### src/rtl/mandelbrot_pixel_packer.sv
// mandelbrot_pixel_packer: paces the Mandelbrot engine one pixel at a time, packs two
// 4-bit iteration codes per byte and streams the bytes out through a small FIFO.
//   clk, rst_n         : clock, asynchronous active-low reset
//   start              : frame request, accepted only when idle and the engine is finished
//   engine_running/finished, pixel_code : engine status and iteration code
//   run                : one-cycle per-pixel kick to the engine
//   out_data/sof/eol/valid, out_ready   : packed byte stream with frame/line tags
//   busy, frame_done   : frame in progress, one-cycle pulse when the frame has drained
module mandelbrot_pixel_packer #(
    parameter int WIDTH      = 320,
    parameter int HEIGHT     = 240,
    parameter int FIFO_DEPTH = 4
) (
    input  logic       clk,
    input  logic       rst_n,
    input  logic       start,
    input  logic       engine_running,
    input  logic       engine_finished,
    input  logic [3:0] pixel_code,
    output logic       run,
    output logic [7:0] out_data,
    output logic       out_sof,
    output logic       out_eol,
    output logic       out_valid,
    input  logic       out_ready,
    output logic       busy,
    output logic       frame_done
);
    localparam int XW = $clog2(WIDTH);
    localparam int YW = $clog2(HEIGHT);
    localparam int AW = $clog2(FIFO_DEPTH);
    localparam int CW = AW + 1;
    localparam logic [XW-1:0] X_LAST  = XW'(WIDTH - 1);
    localparam logic [YW-1:0] Y_LAST  = YW'(HEIGHT - 1);
    localparam logic [CW-1:0] DEPTH_C = CW'(FIFO_DEPTH);

    typedef enum logic [1:0] {S_IDLE, S_ISSUE, S_WAIT, S_FLUSH} state_t;

    state_t          state_q, state_d;
    logic [XW-1:0]   x_q, x_d;
    logic [YW-1:0]   y_q, y_d;
    logic [3:0]      lo_q, lo_d;
    logic            l_run_q;
    logic [AW-1:0]   wr_ptr_q, wr_ptr_d, rd_ptr_q, rd_ptr_d;
    logic [CW-1:0]   count_q, count_d;
    logic [9:0]      mem_q [FIFO_DEPTH];
    logic            pixel_done, push, pop;
    logic [9:0]      push_entry, head;

    // The engine updates pixel_code on the same edge that drops running.
    assign pixel_done = l_run_q & ~engine_running;

    always_comb begin
        state_d    = state_q;
        x_d        = x_q;
        y_d        = y_q;
        lo_d       = lo_q;
        run        = 1'b0;
        push       = 1'b0;
        frame_done = 1'b0;
        case (state_q)
            S_IDLE: if (start && engine_finished) begin
                state_d = S_ISSUE;
                x_d     = '0;
                y_d     = '0;
                lo_d    = '0;
            end
            // A free FIFO slot is reserved before the pixel starts, so the push can never overflow.
            S_ISSUE: begin
                run     = count_q < DEPTH_C;
                state_d = run ? S_WAIT : S_ISSUE;
            end
            S_WAIT: if (pixel_done) begin
                lo_d    = x_q[0] ? lo_q : pixel_code;
                push    = x_q[0];
                x_d     = (x_q == X_LAST) ? '0 : x_q + 1'b1;
                y_d     = (x_q == X_LAST) ? y_q + 1'b1 : y_q;
                state_d = (x_q == X_LAST && y_q == Y_LAST) ? S_FLUSH : S_ISSUE;
            end
            S_FLUSH: if (count_q == '0) begin
                frame_done = 1'b1;
                state_d    = S_IDLE;
            end
            default: state_d = S_IDLE;
        endcase
    end

    assign push_entry = {pixel_code, lo_q, (x_q == XW'(1)) && (y_q == '0), x_q == X_LAST};
    assign head       = mem_q[rd_ptr_q];
    assign out_valid  = count_q != '0;
    assign pop        = out_valid & out_ready;
    assign out_data   = out_valid ? head[9:2] : 8'h00;
    assign out_sof    = out_valid & head[1];
    assign out_eol    = out_valid & head[0];
    assign busy       = state_q != S_IDLE;

    always_comb begin
        wr_ptr_d = push ? wr_ptr_q + 1'b1 : wr_ptr_q;
        rd_ptr_d = pop ? rd_ptr_q + 1'b1 : rd_ptr_q;
        count_d  = count_q + CW'(push) - CW'(pop);
    end

    always_ff @(posedge clk or negedge rst_n) begin
        if (!rst_n) begin
            state_q  <= S_IDLE;
            x_q      <= '0;
            y_q      <= '0;
            lo_q     <= '0;
            l_run_q  <= 1'b0;
            wr_ptr_q <= '0;
            rd_ptr_q <= '0;
            count_q  <= '0;
        end else begin
            state_q  <= state_d;
            x_q      <= x_d;
            y_q      <= y_d;
            lo_q     <= lo_d;
            l_run_q  <= engine_running;
            wr_ptr_q <= wr_ptr_d;
            rd_ptr_q <= rd_ptr_d;
            count_q  <= count_d;
        end
    end

    // Storage needs no reset: entries are only visible once the count covers them.
    always_ff @(posedge clk) begin
        if (push) mem_q[wr_ptr_q] <= push_entry;
    end
endmodule

### config.mk
export PLATFORM = sky130hd
export DESIGN_NAME = mandelbrot_pixel_packer
export DESIGN_NICKNAME = d
export VERILOG_FILES = /design/src/rtl/mandelbrot_pixel_packer.sv
export SDC_FILE = /design/constraint.sdc
export NUM_CORES = 1
export LEC_CHECK = 0
export CAP_MARGIN = 10
export CELL_PAD_IN_SITES_DETAIL_PLACEMENT = 0
export CELL_PAD_IN_SITES_GLOBAL_PLACEMENT = 1
export CORE_AREA = 10 10 101 85
export DETAILED_ROUTE_END_ITERATION = 12
export DIE_AREA = 0 0 111 95
export PLACE_DENSITY = 0.82
export SYNTH_ARGS = -nofsm -noshare
export SYNTH_HDL_FRONTEND = slang
export SYNTH_SLANG_ARGS = --single-unit
export TNS_END_PERCENT = 100
### constraint.sdc
create_clock -name clk -period 5.5 [get_ports clk]
set_input_delay 1.1 -clock clk [delete_from_list [all_inputs] [get_ports clk]]
set_output_delay 1.1 -clock clk [all_outputs]
set_load 0.01 [all_outputs]
==> impl_metrics.json <==
{
  "status": "finished clean",
  "portBuffers": 23,
  "synthFlopType": "edfxtp_1",
  "cts_root_buffer": "clkbuf_8",
  "drtIter0Drc": 116,
  "grt_antenna_before_repair": 0,
  "nNetsFinal": 275,
  "dieArea_um2": 10500,
  "power_mw": 1.70,
  "wl_um": 6040,
  "cp_data_required_time_ps": 4400,
  "grt_max_degree": 32,
  "grt_overflow_total": 0,
  "final_max_slew_viol_count": 0,
  "clock_path_buffers": 2,
  "finalCritPeriodShare_pct": 62.8,
  "ctsResizeCount": 0,
  "hold_ws_ps": 514,
  "ir_worst_vdd_mv": 0.145,
  "hold_viol": 0,
  "min_path_cells": 1,
  "p_per_area_nw_per_um2": 450,
  "clkPwrFrac_pct": 26.2,
  "wl_per_cell_um": 17.5,
  "area_delta_synth_final_pct": 14.4,
  "cp-end-kind": "primary output",
  "hold_buffers": 0,
  "pwr-share-comb_pct": 29.0,
  "clk-insertion-delay-late_ps": 340,
  "period_minus_slack_ps": 3450,
  "post_cts_buffers": 0,
  "maxSlewHeadroom_pct": 54.1,
  "crit_fanout": 12,
  "numCtsBuffers": 9,
  "p_int_mw": 1.18,
  "synth_cell_types": 49,
  "dp_cells": 330,
  "avgSynthCellArea_um2": 14.4,
  "critPathKind": "register to primary output",
  "max_clock_freq_mhz": 290,
  "synth_area_um2": 3300,
  "viasPerCell": 5.45,
  "clk_pin_slew_ps": 80,
  "maxCapViolations": 0,
  "layout.cells.non_filler": 346,
  "synth-seq-cells": 71,
  "dieWidth_um": 111,
  "r2r_cells": 8,
  "worstMarginPinSlew_ps": 689,
  "io-pin-count": 24,
  "place_hpwl_um": 4030,
  "fin_util_pct": 56.8,
  "synth_edf_count": 40,
  "cp.arrival_ps": 2350,
  "die_h_um": 95,
  "num_rows": 27,
  "cts_tree": "built",
  "leakagePower_nw": 1.44,
  "final_area_um2": 3780,
  "ys_warn_count": 0,
  "worst_slack_ps": 2050,
  "p_seq_share_pct": 44.8,
  "rsz0062_at_grt": "false",
  "routabilityCongestion": 0.748,
  "grt_pass1_vias": 1846,
  "coreArea_um2": 6660,
  "grt_usage_pct": 12.0,
  "num_vias": 1884,
  "detail-route-antenna-nets": 0,
  "seq_area_frac_synth_pct": 59.9,
  "cts.sinks": 71,
  "sw_frac_of_total_pct": 30.4,
  "place_ws_ps": 2300,
  "initial_core_util_pct": 49.6,
  "grt_pass1_wl_um": 10000,
  "synth_nets": 250,
  "async_reset_ff_share_pct": 43.7,
  "drc": 0,
  "htreeDepth": 3,
  "layout-drive-gt1-share_pct": 14.7,
  "setup_tns_ps": 0,
  "p_switching_uw": 517,
  "crit_path_start_kind": "register",
  "syn_inst": 229,
  "setup-violations-final": 0,
  "n_antenna_cell": 0,
  "worstHoldPathType": "register to register",
  "clock_skew_ps": 11.8,
  "firstDrtPassIters": 4,
  "placed_cell_area_um2": 3570
}
cells by family after synthesis:
logic type / after synthesis / share of synthesized area, %
multiplexers: 11 / 7.16
buffers and inverters: 19 / 3.45
AO/OA/AOI/OAI: 37 / 8.19
AND/OR/NAND/NOR: 69 / 14.0
adder cells (fa/ha/maj): 11 / 4.40
flip-flops: 71 / 59.9
XOR/XNOR: 11 / 2.92
synth_stat cells, types with 2 or more instances:
library cell,instances,area (um2)
ha_1,10,125
a21oi_1,9,45.0
inv_1,9,33.8
o21ai_0,3,15.0
clkbuf_1,3,11.3
nor2_1,9,33.8
nor2_2,2,12.5
a41oi_1,2,17.5
a211oi_1,2,15.0
nor3b_1,4,30.0
nand2b_1,2,12.5
a31oi_1,4,25.0
edfxtp_1,40,1200
a21o_1,2,15.0
mux4_2,10,225
nand3_1,5,25.0
dfrtp_1,31,776
a211oi_2,3,37.5
o21a_1,4,30.0
a22o_1,4,35.0
xnor2_1,9,78.8
nand4_1,4,25.0
nor3_1,2,10.0
and2_1,11,68.8
and3_1,7,43.8
nand2_1,10,37.5
buf_6,5,56.3
xor2_1,2,17.5
sequential cells by signal, indices dropped and copies added (netlist names):
| register | cells |
|---|---|
| count_q | 3 |
| l_run_q | 1 |
| lo_q | 4 |
| mem_q | 40 |
| rd_ptr_q | 2 |
| state_q | 2 |
| wr_ptr_q | 2 |
| x_q | 9 |
| y_q | 8 |
metal layers:
layer	vias up	routed length (um)	global-route usage (%)
li1	898	-	-
met4	0	39	4.22
met1	951	2910	15.7
met3	4	226	4.18
met5	-	0	0
met2	31	2870	18.2
power by group through the flow:
stage               clock (mW)  sequential, mW  combinational [mW]
finish                   0.445           0.760               0.493
global route             0.479           0.779               0.545
floorplan                    0           0.699               0.389
global placement             0           0.770               0.495
CTS                      0.457           0.763               0.506
detailed placement           0           0.774               0.503
worst paths after layout:
check / from / to / slack, ps
max: rd_ptr_q[0] / out_data[6] / 2050
min: y_q[7] / y_q[7] / 510
max reg2reg: count_q[2] / count_q[2] / 3000
min reg2reg: y_q[7] / y_q[7] / 510
max in group asynchronous: rst_n / x_q[7] / 4040
min in group asynchronous: rst_n / x_q[8] / 1160
cell usage in the layout, fill, tap and decap left out, types with 5 or more instances in the layout:
| cell | instances |
|---|---|
| nand3_1 | 5 |
| edfxtp_1 | 40 |
| dfrtp_1 | 31 |
| nand2_1 | 10 |
| a21oi_1 | 9 |
| clkdlybuf4s50_1 | 23 |
| inv_1 | 9 |
| and3_1 | 7 |
| nor2_1 | 9 |
| and2_1 | 11 |
| xnor2_1 | 9 |
| ha_1 | 10 |
| mux4_2 | 10 |
| clkbuf_8 | 9 |
cell type report:
cell class | instances | area, um2
inverters | 9 | 33.8
flip-flops and latches | 71 | 1980
fillers | 527 | 2880
clock inverters | 7 | 86.3
clock buffers | 9 | 124
multi-input cells | 139 | 1210
repair buffers | 24 | 238
well taps | 87 | 109
worst max-delay path, stage by stage (launching register included):
cell and delay [ps]:
dfrtp_1 790, mux4_2 570, and2_1 170, clkdlybuf4s50_1 480
Note: power is estimated with default switching activity, not from simulation.
==> edit: new RTL, config.mk and constraints unchanged <==
`FIFO_DEPTH`: 4 -> 2.
--- a/src/rtl/mandelbrot_pixel_packer.sv
+++ b/src/rtl/mandelbrot_pixel_packer.sv
@@ -10,5 +10,5 @@
     parameter int WIDTH      = 320,
     parameter int HEIGHT     = 240,
-    parameter int FIFO_DEPTH = 4
+    parameter int FIFO_DEPTH = 2
 ) (
     input  logic       clk,
Function: changed (a bounded check fails within 10 cycles, from zero or initial values and one cycle with rst_n low).
==> edit against the unedited design <==
Global-route usage decreased by 2.2 points; setup slack better by 0.19 ns; die area is the same; total power decreased by 30%; area after synthesis down 25%; final area is 24% lower; sequential cell count is 23 lower; routed wire length shrank 15%; largest cell class unchanged.
==> edit: results (changes against the unedited design) <==
The post-detailed-placement cell area is 0.00274 mm2 (was 0.00357 mm2), and the setup clock skew after layout is 0.00986 ns (was 0.0118 ns). Top cells by area in the synthesized netlist: sky130_fd_sc_hd__dfrtp_1 (28%), sky130_fd_sc_hd__edfxtp_1 (24%), sky130_fd_sc_hd__mux2i_1 (4.9%), sky130_fd_sc_hd__nor2_1 (3.5%), sky130_fd_sc_hd__ha_1 (3.0%) (was sky130_fd_sc_hd__edfxtp_1 (36%), sky130_fd_sc_hd__dfrtp_1 (24%), sky130_fd_sc_hd__mux4_2 (6.8%), sky130_fd_sc_hd__ha_1 (3.8%), sky130_fd_sc_hd__xnor2_1 (2.4%)). For the net total in the final layout, the log shows 253 (was 275).

The number of enable flip-flop cells after synthesis came out at 20 (was 40). Largest regs: mem_q (20), x_q (9), y_q (8) (was mem_q (40), x_q (9), y_q (8)). The initial detailed-routing violation count was 164 (was 116); the number of different library cells in the post-synthesis netlist was 51 (was 49).

The net count of the mapped netlist is 233 (was 250). Post-synth top cells: sky130_fd_sc_hd__dfrtp_1 (28), sky130_fd_sc_hd__nor2_1 (23), sky130_fd_sc_hd__edfxtp_1 (20) (was sky130_fd_sc_hd__edfxtp_1 (40), sky130_fd_sc_hd__dfrtp_1 (31), sky130_fd_sc_hd__and2_1 (11)). The routed wirelength normalized by instance count was 15.8 um (was 17.5 um); the leakage power figure was 0.00115 uW (was 0.00144 uW). The tools report the maximum number of pins on one net before global-route repair as 29 (was 32).

The tools report the relative slew slack as 0.422 (was 0.541). The final weighted congestion in routability-driven placement is 0.806 (was 0.748), and the arrival time at the worst endpoint is 2.17 ns (was 2.35 ns). The cell total after placement came out at 317 (was 330). The tools report the number of standard cells after synthesis as 217 (was 229). The total track usage was 0.0977 (was 0.120); the peak supply drop was 0.264 mV (was 0.145 mV).

The logs give 8.66 mm (was 10.0 mm) for the wire length of the first global-routing pass and 5.15 mm (was 6.04 mm) for the total routed wirelength. The run gives 2 (was 3) as the H-tree depth reported by CTS. The clock insertion delay at the later pin of the skew report came out at 0.29 ns (was 0.34 ns).

The run finished with clean final reports. The tools report the sequential element share of the synthesized area as 0.526 (was 0.599).
## edit: metal layers
layer  GRT usage  part of all wire  up-vias
met5           0                 0        -
met4      0.0162            0.0017        0
met3      0.0247             0.042        2
met2       0.139              0.43       32
met1       0.146              0.53      847
li1            -                 -      837
## edit: cell type report
class                      instances  area [um2]
sequential                        48        1300
clock buffer                       5        68.8
timing repair buffer              24         238
inverter                           9        33.8
fill                             629        3800
tap                               87         109
multi-input combinational        149        1060
clock inverter                     3        42.5
## edit: worst max-delay path, stage by stage (launching register included)
cell and delay (ns):
sky130_fd_sc_hd__dfrtp_1 0.42, sky130_fd_sc_hd__nor2_1 0.66, sky130_fd_sc_hd__and3_1 0.26, sky130_fd_sc_hd__clkdlybuf4s50_1 0.54
## edit: metrics by stage
stage	util	worst slack, ns
finish	0.429	2.23
global route	0.429	2.11
CTS	0.429	2.21
detailed placement	0.412	2.17
global placement	0.412	2.30
floorplan	-	2.90
## edit: cells by family (layout without fill, tap and decap cells)
group | after synthesis | after routing | synth area share
simple gates | 87 | 87 | 0.209
compound gates | 34 | 34 | 0.105
mux | 13 | 13 | 0.0531
flops | 48 | 48 | 0.526
fa+ha+maj | 6 | 6 | 0.0303
buf+inv | 20 | 41 | 0.0445
xor+xnor | 9 | 9 | 0.0319
## edit: where the power goes
group | switching, uW | leakage (uW) | total, uW | internal [uW]
Sequential | 104 | 0.000547 | 534 | 430
Combinational | 196 | 0.000550 | 407 | 211
Clock | 116 | 0.0000558 | 251 | 135
## edit: path summary, 6_finish.rpt
check,startpoint,endpoint,slack [ns],depth (start not counted)
hold / removal,wr_ptr_q,wr_ptr_q,0.50,1
max in group asynchronous,rst_n,lo_q[3],4.03,2
setup reg to reg,state_q[1],mem_q[0][0],3.05,3
hold reg to reg,wr_ptr_q,wr_ptr_q,0.50,1
min in group asynchronous,rst_n,lo_q[1],1.19,2
setup / recovery,count_q[1],frame_done,2.23,3
